**src/rtl/systolic_pkg.sv**
```systemverilog
// Shared definitions for the systolic-array result path.
//   DEF_MATRIX_SIZE : default array dimension N (rows = cols = N)
//   DEF_DATA_SIZE   : default width of one partial-sum element
//   state_t         : result_collector FSM states
package systolic_pkg;

    localparam int DEF_MATRIX_SIZE = 2;
    localparam int DEF_DATA_SIZE   = 32;

    typedef enum logic [1:0] {
        IDLE    = 2'd0,
        COLLECT = 2'd1,
        DRAIN   = 2'd2,
        DONE    = 2'd3
    } state_t;

    // Width of a row index; kept at least 1 so N=1 still gets a real signal.
    function automatic int idx_w(input int n);
        return (n > 1) ? $clog2(n) : 1;
    endfunction

endpackage

```
**src/rtl/column_buffer.sv**
```systemverilog
// Storage for one output column of the array: N result words written in
// arrival order, a write counter and the derived full status.
//   clk, reset   : clock, synchronous active-low reset (counter only)
//   clear        : restart the column (counter back to 0)
//   wr_en        : column result present this cycle
//   wr_data      : column result word
//   rd_idx       : row to present on rd_data
//   rd_data      : stored word for row rd_idx
//   full_next    : column will be full after this edge
//   wr_ovf       : write attempted while already full (data discarded)
module column_buffer #(
    parameter int N  = 2,
    parameter int W  = 32,
    parameter int IW = 1
) (
    input  logic          clk,
    input  logic          reset,
    input  logic          clear,
    input  logic          wr_en,
    input  logic [W-1:0]  wr_data,
    input  logic [IW-1:0] rd_idx,
    output logic [W-1:0]  rd_data,
    output logic          full_next,
    output logic          wr_ovf
);

    localparam int CW = $clog2(N) + 1;

    logic [W-1:0]  mem [N];
    logic [CW-1:0] cnt;
    logic          full;
    logic          wr_ok;

    assign full      = (cnt == CW'(N));
    assign wr_ok     = wr_en & ~full;
    assign wr_ovf    = wr_en & full;
    // Look-ahead so the filling write and the state change share one edge.
    assign full_next = full | (wr_ok & (cnt == CW'(N - 1)));
    assign rd_data   = mem[rd_idx];

    always_ff @(posedge clk) begin
        if (!reset)
            cnt <= '0;
        else if (clear)
            cnt <= '0;
        else if (wr_ok)
            cnt <= cnt + CW'(1);
    end

    // Payload storage carries no reset.
    always_ff @(posedge clk) begin
        if (wr_ok)
            mem[cnt[IW-1:0]] <= wr_data;
    end

endmodule

```
**src/rtl/result_collector.sv**
```systemverilog
// Collects the skewed bottom-row outputs of an N x N systolic array and
// replays them as deskewed rows over a valid/ready stream.
//   clk, reset : clock, synchronous active-low reset
//   start      : arm collection of one N x N result (IDLE / DONE only)
//   col_valid  : per-column result present
//   col_data   : column results, column j at [j*DATA_SIZE +: DATA_SIZE]
//   out_valid  : out_row holds a valid row
//   out_ready  : downstream accepts the row
//   out_row    : deskewed row, same packing as col_data (0 when idle)
//   done       : all N rows accepted
//   overflow   : sticky, a column received more than N results
module result_collector
    import systolic_pkg::*;
#(
    parameter int MATRIX_SIZE = DEF_MATRIX_SIZE,
    parameter int DATA_SIZE   = DEF_DATA_SIZE
) (
    input  logic                            clk,
    input  logic                            reset,
    input  logic                            start,
    input  logic [MATRIX_SIZE-1:0]          col_valid,
    input  logic [MATRIX_SIZE*DATA_SIZE-1:0] col_data,
    output logic                            out_valid,
    input  logic                            out_ready,
    output logic [MATRIX_SIZE*DATA_SIZE-1:0] out_row,
    output logic                            done,
    output logic                            overflow
);

    localparam int IW = idx_w(MATRIX_SIZE);

    state_t                                    state;
    logic [IW-1:0]                             rd_ptr;
    logic [MATRIX_SIZE-1:0]                    col_full_next;
    logic [MATRIX_SIZE-1:0]                    col_ovf;
    logic [MATRIX_SIZE-1:0][DATA_SIZE-1:0]     col_rd;
    logic                                      accept_start;
    logic                                      collecting;
    logic                                      hs;
    logic                                      last_row;

    assign accept_start = start & ((state == IDLE) | (state == DONE));
    assign collecting   = (state == COLLECT);
    assign hs           = out_valid & out_ready;
    assign last_row     = (rd_ptr == IW'(MATRIX_SIZE - 1));

    for (genvar j = 0; j < MATRIX_SIZE; j++) begin : g_col
        column_buffer #(
            .N  (MATRIX_SIZE),
            .W  (DATA_SIZE),
            .IW (IW)
        ) u_col (
            .clk       (clk),
            .reset     (reset),
            .clear     (accept_start),
            .wr_en     (collecting & col_valid[j]),
            .wr_data   (col_data[j*DATA_SIZE +: DATA_SIZE]),
            .rd_idx    (rd_ptr),
            .rd_data   (col_rd[j]),
            .full_next (col_full_next[j]),
            .wr_ovf    (col_ovf[j])
        );
    end

    // Buffers are frozen outside COLLECT, so the row is stable under backpressure.
    assign out_row = out_valid ? col_rd : '0;

    always_ff @(posedge clk) begin
        if (!reset) begin
            state     <= IDLE;
            rd_ptr    <= '0;
            out_valid <= 1'b0;
            done      <= 1'b0;
            overflow  <= 1'b0;
        end else begin
            case (state)
                IDLE: begin
                    if (start) begin
                        state    <= COLLECT;
                        overflow <= 1'b0;
                    end
                end
                COLLECT: begin
                    if (|col_ovf)
                        overflow <= 1'b1;
                    if (&col_full_next) begin
                        state     <= DRAIN;
                        out_valid <= 1'b1;
                        rd_ptr    <= '0;
                    end
                end
                DRAIN: begin
                    if (hs) begin
                        if (last_row) begin
                            state     <= DONE;
                            out_valid <= 1'b0;
                            done      <= 1'b1;
                        end else begin
                            rd_ptr <= rd_ptr + IW'(1);
                        end
                    end
                end
                DONE: begin
                    if (start) begin
                        state    <= COLLECT;
                        done     <= 1'b0;
                        overflow <= 1'b0;
                    end
                end
                default: state <= IDLE;
            endcase
        end
    end

endmodule
```
**config.mk**
```make
export PLATFORM = sky130hd
export DESIGN_NAME = result_collector
export DESIGN_NICKNAME = d
export VERILOG_FILES = /design/src/rtl/systolic_pkg.sv /design/src/rtl/column_buffer.sv /design/src/rtl/result_collector.sv
export SDC_FILE = /design/constraint.sdc
export NUM_CORES = 1
export LEC_CHECK = 0
export CORE_UTILIZATION = 45
export DETAILED_ROUTE_END_ITERATION = 12
export DONT_BUFFER_PORTS = 1
export GPL_TIMING_DRIVEN = 0
export PLACE_DENSITY = 0.6
export RECOVER_POWER = 25
export SLEW_MARGIN = 30
export SYNTH_ARGS = -nofsm -noshare
export SYNTH_HDL_FRONTEND = slang
export SYNTH_SLANG_ARGS = --single-unit
```
**constraint.sdc**
```tcl
create_clock -name clk -period 6.87 [get_ports clk]
set_input_delay 1.374 -clock clk [delete_from_list [all_inputs] [get_ports clk]]
set_output_delay 1.374 -clock clk [all_outputs]
set_load 0.02 [all_outputs]
```
# Word-level counts from Yosys, hierarchy flattened
# Memory sizes are Yosys's and may differ from the RTL's. A register that Yosys moved wholly into a read port is not among the register bits.
# Cells that the tools add are included.
# Widths: inputs -> output; s select.
[totals] ram_bits=128 reg_bits=10 n_memories=2 latch_bits=0 elab_cells=82 in_bits=70 romBits=0
[memory_table] name="g_col[0].u_col.mem" words=2 width=32 read_ports=1 rd_ports_with_merged_regs=1 wr=1 line_no="column_buffer.sv:29" source="logic [W-1:0] mem [N];"
[memory_table] name="g_col[1].u_col.mem" words=2 width=32 read_ports=1 rd_ports_with_merged_regs=1 wr=1 line_no="column_buffer.sv:29"
[op_classes] div=0 shift=0 order_cmp=0 n_eq_ne=13 add_sub_neg=3 n_reduce_logical=13 n_mux=28 bitwise_logic=16 n_mul=0
[op_table] cell="$mux 64" count=1
[op_table] cell="$mux 1" count=18
[op_table] cell="$reduce_and 4->1" count=3
[op_table] cell="$and 1x1->1" count=10
[op_table] cell="$eq 2x2->1 const B" count=4
[op_table] cell="$mux 2" count=4
[op_table] cell="$pmux 1 s2" count=4
[op_table] cell="$eq 2x1->1 const B" count=3
[op_table] cell="$ne 2x1->1 const B" count=3
[op_table] cell="$ne 2x2->1 const B" count=3
[op_table] cell="$pmux 2 s3" count=1
[op_table] cell="$reduce_and 3->1" count=2
[op_table] cell="$reduce_bool 2->1" count=3
[op_table] cell="$reduce_or 2->1" count=3
[op_table] cell="$add 2x1->2 const B" count=2
[op_table] cell="$not 1->1" count=3
[op_table] cell="$or 1x1->1" count=3
[op_table] cell="$logic_not 2->1" count=1
[op_table] cell="$reduce_and 2->1" count=1
[op_table] cell="$add 1x1->1 const B" count=1

# Logic depth before layout (Yosys ltp)
# Gate-level depths: netlist of the first run.
[logic_depth] ltp_word=10 depth_mapped=6 ltp_nobuf=6

# Hierarchy
# From an unflattened synthesis of the first run, not the netlist that was laid out.
[hier_totals] hier_cells=345 area_unflattened_um2=6032.0
[modules_own_cells] mod="column_buffer" area_per_inst_um2=2602.5 cells_each=116 seq_area_each_um2=1961.9 n_inst=2
[modules_own_cells] mod="result_collector" area_per_inst_um2=827.0 cells_each=113 seq_area_each_um2=120.1 n_inst=1

# Worst setup path before layout of the first run
# No wires, ideal clock.
[synth_timing] path_type="input port to flip-flop" startpoint="input col_valid[0]" endpoint="memory g_col[0].u_col.mem[0][0] (enable)" n_path_buf=0 cell_stages=2 path_slack_ns=2.749 arrival_time_ns=3.660 required_time_ns=6.409 cell_sequence="nand2_1 -> nor3_1"
[synth_between] elab_chain_len=4
[synth_rtl] element="start: declaration" line_no="result_collector.sv:21" source="input logic [MATRIX_SIZE-1:0] col_valid,"
[synth_rtl] element="$and 1x1->1" line_no="result_collector.sv:56" source=".wr_en (collecting & col_valid[j]),"
[synth_rtl] element="$and 1x1->1" line_no="column_buffer.sv:35" source="assign wr_ok = wr_en & ~full;"
[synth_rtl] element="$mux 1" line_no="column_buffer.sv:52" source="if (wr_ok)"
[synth_rtl] element="$mux 1 (implied by the code)" line_no="column_buffer.sv:53" source="mem[cnt[IW-1:0]] <= wr_data;"
[synth_rtl] element="end: declaration" line_no="column_buffer.sv:29"
# Every way passes these cells.

# Worst setup path in the final report of the first run
[layout_timing] startpoint="register out_valid" endpoint="output out_row[56]"
[layout_between] elab_chain_len=1
[layout_rtl] element="start: declaration" line_no="result_collector.sv:23" source="output logic out_valid,"
[layout_rtl] element="start signal: assignment" line_no="result_collector.sv:72" source="out_valid <= 1'b0;"
[layout_rtl] element="start signal: assignment" line_no="result_collector.sv:88" source="out_valid <= 1'b1;"
[layout_rtl] element="start signal: assignment" line_no="result_collector.sv:96" source="out_valid <= 1'b0;"
[layout_rtl] element="$mux 64" line_no="result_collector.sv:66" source="assign out_row = out_valid ? col_rd : '0;"
[layout_rtl] element="end: declaration" line_no="result_collector.sv:25" source="output logic [MATRIX_SIZE*DATA_SIZE-1:0] out_row,"
# Every way passes these cells.

==> impl_metrics.json, run 1 <==
{
  "synth-compound-area-share": 0.0304,
  "initial_core_util": 0.464,
  "syn-cell-area_um2": 5600,
  "setup_violations": 0,
  "total_leakage_power_uw": 0.00208,
  "fp.dieArea_um2": 12900,
  "first_pass_iters": 4,
  "finalWirelength_um": 9490,
  "max_freq_mhz": 290,
  "yosysMostFrequentCell": "edfxtp_1",
  "status": "complete, no violations",
  "syn-num-nets": 422,
  "grt_overflow": 0,
  "cts_made_buffers": 17,
  "finalCritPeriodShare": 0.501,
  "synthSimpleGateAreaFrac": 0.0907,
  "core_um2": 12100,
  "ctsResizeCount": 0,
  "timing.slew.headroom": 0.634,
  "n_antenna_cell": 0,
  "synth_area_leader_cell": "edfxtp_1",
  "cts.sinks": 139,
  "fin_skew_ns": 0.00605,
  "slew_violations": 0,
  "drt_iter0_drc": 184,
  "max_cap_violations": 0,
  "async_flop_share": 0,
  "drt-vias-per-instance": 5.04,
  "ios": 137,
  "fin_cells": 561,
  "worst_slew_pin_slew_ns": 0.546,
  "cp_max_fo": 10,
  "p_seq_frac": 0.489,
  "synth_adder_area_share": 0.0156,
  "yosysUniqueCellTypes": 26,
  "cts-root-buf": "clkbuf_16",
  "netlist_top_cells_count": "128 x edfxtp_1, 65 x nor2b_1, 64 x mux2i_1",
  "hpwlAfterDp_um": 6840,
  "cp_top_family": "buffers and inverters",
  "synth_top_area_frac": 0.686,
  "netlist_instances": 345,
  "grt_use_total": 0.155,
  "yosys-top-cells-area": "edfxtp_1 69%, mux2i_1 11%, nor2b_1 7.3%",
  "antenna_found_initial": 0,
  "grt_max_degree": 17,
  "rsz0062_at_grt": "no",
  "max_stage_delay_ns": 0.55,
  "clkPwrFrac": 0.413,
  "synth_xor_area_frac": 0.00313,
  "hold_depth": 2,
  "yosysSeqAreaShare": 0.726,
  "hp-start": "g_col[1].u_col.cnt[1]",
  "h-tree-depth": 4,
  "placedCellCount": 529,
  "ir_drop_mv": 0.215,
  "syn_area_per_cell_um2": 16.2,
  "clkLatencyLatePin_ns": 0.41,
  "critical_path_buf_inv_count": 2,
  "clkTransAtPathRegs_ns": 0.06,
  "cp-end-kind": "primary output",
  "hold_class": "reg -> reg",
  "synth-edff-count": 128,
  "yosys_warnings": 0,
  "rows": 40,
  "max-clock-path-buffers": 2,
  "r2r-end": "g_col[0].u_col.mem[1][0]",
  "cp-start-kind": "register",
  "switching_power_uw": 477,
  "cp.required_ns": 5.50,
  "postRouteAntennaNets": 0,
  "ys_seq_elements": 139,
  "synth_top_family_by_area": "multiplexers",
  "r2r_setup_slack_ns": 4.64,
  "ff2ff_path_depth": 7,
  "place_congestion": 0.737,
  "p_int_uw": 1670,
  "comb_power_share": 0.098,
  "arrival_ns": 2.07,
  "grt_pass1_vias": 2854,
  "hold_viol_final": 0,
  "ys.flop_type": "edfxtp_1",
  "die_y_um": 114,
  "port_buffers": 0,
  "period_needed_ns": 3.44,
  "hold_path_end": "g_col[1].u_col.cnt[1]",
  "swShare": 0.222,
  "grt_pass1_wl_um": 14500,
  "crit_chain": "buf_2 > clkbuf_1 > nor2b_1",
  "fin_tns_setup_ns": 0,
  "vias": 2828,
  "drc": 0,
  "slowest_stage": "dfxtp_1",
  "cts_tree": "yes",
  "cts_hold_buffers": 0,
  "worstSetupPathType": "reg -> out",
  "drive_above_1_share": 0.148,
  "syn_to_final_growth_pct": 16.9,
  "die_x_um": 114,
  "post-cts-setup-buffers": 0,
  "nets": 457,
  "power.density_nw_per_um2": 328,
  "wl_per_cell_um": 16.9,
  "r2r-start": "state[1]",
  "muxShareOfSynthArea": 0.114
}
-- power groups by stage --
stage / clock network, uW / registers, uW / logic [uW]
after floorplan: 0 / 1070 / 149
after global placement: 0 / 1070 / 183
after detailed placement: 0 / 1070 / 213
after CTS: 909 / 1050 / 214
after global routing: 941 / 1060 / 234
final: 887 / 1050 / 211
-- worst reg2reg max path: stages, from the launching register on --
cell	delay (ns)
dfxtp_1	0.34
inv_1	0.06
ha_1	0.30
nand2_1	0.16
nor3_2	0.42
buf_4	0.29
buf_4	0.20
buf_4	0.17
-- kinds of logic after synthesis --
| group | count (synthesis) |
|---|---|
| adders and majority gates | 7 |
| AOI/OAI and AO/OA | 22 |
| muxes | 64 |
| and+or+nand+nor | 88 |
| xor gates and xnor gates | 2 |
| buffers and inverters | 23 |
| DFF | 139 |
-- worst max-delay path by stage --
stage,slack [ns],cells past startpoint,end,startpoint
2_1_floorplan,2.75,2,g_col[0].u_col.mem[0][0],col_valid[0]
3_3_place_gp,1.49,2,g_col[0].u_col.mem[1][27],col_valid[0]
3_5_place_dp,3.80,3,out_row[56],out_valid
4_1_cts,3.35,3,out_row[38],out_valid
5_1_grt,3.26,3,out_row[56],out_valid
6_report,3.43,3,out_row[56],out_valid
-- metal layers --
metal / up-vias / routed length, um / share of wire / GRT usage
met5: - / 0 / 0 / 0
met4: 0 / 159 / 0.017 / 0.0860
met3: 15 / 904 / 0.095 / 0.0744
met2: 105 / 4780 / 0.50 / 0.257
met1: 1365 / 3650 / 0.38 / 0.162
li1: 1343 / - / - / -
-- stage by stage --
stage / setup slack (ns) / utilization / total power (uW) / area, um2 / hold slack, ns
2_1_floorplan: 2.75 / - / 1220 / 5600 / 0.487
3_3_place_gp: 1.49 / 0.482 / 1260 / 5810 / 0.495
3_5_place_dp: 3.80 / 0.495 / 1280 / 5960 / 0.506
4_1_cts: 3.35 / 0.543 / 2170 / 6550 / 0.516
5_1_grt: 3.26 / 0.543 / 2230 / 6550 / 0.543
6_report: 3.43 / 0.543 / 2150 / 6550 / 0.519
-- sequential cells by signal (all words and copies together) (netlist names), named ones only --
| name | cells |
|---|---|
| g_col.u_col.mem | 128 |
| out_valid | 1 |
| last_row | 1 |
| g_col.u_col.cnt | 4 |
| overflow | 1 |
| state | 2 |
| done | 1 |
-- area by class of cell --
cell class / instances / area [um2]
clock buffers: 19 / 433
plain buffers: 14 / 77.6
repair buffers: 16 / 135
multi-input cells: 183 / 1440
flip-flops and latches: 139 / 4060
fillers: 970 / 5510
clock inverters: 13 / 150
inverters: 9 / 33.8
well taps: 168 / 210
-- placed cells by master (no fill, tap or decap), drive strengths merged --
| cell | Yosys | routed |
|---|---|---|
| a21o | 1 | 1 |
| ha | 7 | 7 |
| o21ai | 3 | 3 |
| edfxtp | 128 | 128 |
| o21a | 1 | 1 |
| nand2 | 8 | 8 |
| inv | 9 | 10 |
| bufinv | 0 | 3 |
| clkinvlp | 0 | 1 |
| and3 | 1 | 1 |
| nor2b | 65 | 65 |
| a22oi | 1 | 1 |
| mux2i | 64 | 64 |
| a311oi | 2 | 2 |
| clkbuf | 6 | 25 |
| a2bb2oi | 1 | 1 |
| dfxtp | 11 | 11 |
| or2 | 1 | 1 |
| a211oi | 4 | 4 |
| o211ai | 1 | 1 |
| xnor2 | 2 | 2 |
| buf | 8 | 24 |
| a21oi | 8 | 8 |
| nor2 | 9 | 9 |
| clkinv | 0 | 8 |
| nor3 | 4 | 4 |
Power figures use the tool's default switching activity.
==> inputs of run 2 (changes only) <==
clock period = 3.2 ns   (was 6.87 ns; I/O delays follow)
==> results of run 2 <==
The final DEF is identical to that of run 1. Status: complete, no violations.
Among the figures that moved: setup slack after placement 3.80 ns -> 0.862 ns; setup slack after layout 3.43 ns -> 0.490 ns; hold slack 0.519 ns -> 0.320 ns; register-to-register setup slack 4.64 ns -> 0.97 ns; end point of the worst hold path g_col[1].u_col.cnt[1] -> g_col[0].u_col.mem[0][16]; total power 2150 uW -> 4610 uW; worst IR drop on VDD 0.215 mV -> 0.462 mV
==> inputs of run 3 (changes only) <==
clock period = 2.53 ns   (was 3.2 ns; I/O delays follow)
==> impl_metrics.json, run 3 (synthesis results as in run 1) <==
{
  "regArea_um2": 4070,
  "die_y_um": 114,
  "drt_iter0_drc": 172,
  "status": "complete, no violations",
  "timing.slew.headroom": 0.630,
  "clkTransAtPathRegs_ns": 0.06,
  "fin_skew_ns": 0.00600,
  "syn_to_final_growth_pct": 17.6,
  "h-tree-depth": 4,
  "finalCritPeriodShare": 0.944,
  "cp_top_family": "buffers and inverters",
  "holdWs_ns": 0.185,
  "hold_class": "in -> reg",
  "cts-root-buf": "clkbuf_16",
  "final_common_cell": "edfxtp_1",
  "grt_max_degree": 17,
  "placedCellCount": 529,
  "fp.dieArea_um2": 12900,
  "arrival_ns": 1.88,
  "setup_violations": 0,
  "power.density_nw_per_um2": 887,
  "worst_slew_pin_slew_ns": 0.551,
  "ir_drop_mv": 0.582,
  "n_antenna_cell": 0,
  "largest_register_ffs": 128,
  "core_um2": 12100,
  "grt_pass1_wl_um": 14500,
  "rows": 40,
  "postRouteAntennaNets": 0,
  "worstSetupPathType": "reg -> out",
  "drt-vias-per-instance": 5.05,
  "max_freq_mhz": 419,
  "cts.sinks": 139,
  "die_x_um": 114,
  "vias": 2834,
  "hold_viol_final": 0,
  "setup_ws_ns": 0.143,
  "max-clock-path-buffers": 2,
  "nets": 457,
  "slowest_stage": "dfxtp_2",
  "critical_path_buf_inv_count": 2,
  "grt_pass1_vias": 2845,
  "grt_overflow": 0,
  "drc": 0,
  "drive_above_1_share": 0.186,
  "total_leakage_power_uw": 0.00208,
  "period_needed_ns": 2.39,
  "max_stage_delay_ns": 0.44,
  "crit_chain": "buf_2 > clkbuf_1 > nor2b_1",
  "cp-start-kind": "register",
  "cp-end-kind": "primary output",
  "clkLatencyLatePin_ns": 0.41,
  "place_ws_ns": 0.255,
  "max_cap_violations": 0,
  "final_cell_mix": "128 x edfxtp_1, 64 x mux2i_1, 51 x nor2b_1",
  "cp.required_ns": 2.02,
  "initial_core_util": 0.464,
  "fin_cells": 561,
  "fillCellCount": 961,
  "first_pass_iters": 4,
  "port_buffers": 0,
  "finalWirelength_um": 9530,
  "cts_tree": "yes",
  "antenna_found_initial": 0,
  "utilization": 0.546,
  "cts_made_buffers": 17,
  "cp_max_fo": 10,
  "wl_per_cell_um": 17.0,
  "grt_use_total": 0.155,
  "ios": 137,
  "slew_violations": 0,
  "place_congestion": 0.737,
  "hpwlAfterDp_um": 6840,
  "multi_input_area_um2": 1480
}
run 3: cell types whose count changed in the layout (fill, tap and decap cells not counted):
cell / delta
dfxtp_1: -1
nor2b_1: -14
nor2b_2: +14
dfxtp_2: +1
run 3: layout make-up:
class,instances,share of cell area
Buffer,14,0.0118
Clock buffer,19,0.0658
Clock inverter,13,0.0228
Inverter,9,0.00513
Multi-Input combinational cell,183,0.225
Sequential cell,139,0.617
Tap cell,168,0.0319
Timing Repair Buffer,16,0.0205
run 3: routing by layer:
| layer | GRT usage | up-vias | share of wire |
|---|---|---|---|
| met3 | 0.0744 | 20 | 0.096 |
| met2 | 0.252 | 109 | 0.49 |
| li1 | - | 1344 | - |
| met5 | 0 | - | 0 |
| met1 | 0.164 | 1361 | 0.38 |
| met4 | 0.0921 | 0 | 0.027 |
run 3: worst register-to-register path: stages, from the launching register on:
cell and delay (ns):
dfxtp_1 0.34, inv_1 0.06, ha_1 0.30, nand2_1 0.16, nor3_2 0.42, buf_4 0.29
buf_4 0.20, buf_4 0.17
run 3: repair_timing:
action	CTS	global route
buffers inserted	0	0
setup endpoints to repair	40	10
hold buffers	0	0
gates resized for setup	10	5
run 3: power breakdown:
group	switching, uW	internal [uW]	total [uW]	leakage, uW
logic	356	222	578	0.000547
registers	73.1	2780	2850	0.00125
clock network	875	1540	2410	0.000284
total	1300	4540	5840	0.00208
run 3: path summary, 6_finish.rpt:
kind / end / depth (start not counted) / from / slack (ns)
setup / recovery: out_row[48] / 3 / out_valid / 0.14
hold reg to reg: g_col[1].u_col.cnt[1] / 2 / g_col[1].u_col.cnt[1] / 0.52
setup reg to reg: g_col[0].u_col.mem[1][0] / 7 / state[1] / 0.30
hold / removal: g_col[0].u_col.mem[0][16] / 0 / col_data[16] / 0.18
run 3: metrics by stage:
step / total power [uW] / area, um2 / TNS [ns]
global placement: 3410 / 5810 / -282.86
global route: 6070 / 6580 / -0.000867
detailed placement: 3480 / 5960 / 0
finish: 5840 / 6580 / 0
CTS: 5910 / 6570 / 0
floorplan: 3300 / 5600 / -113.11
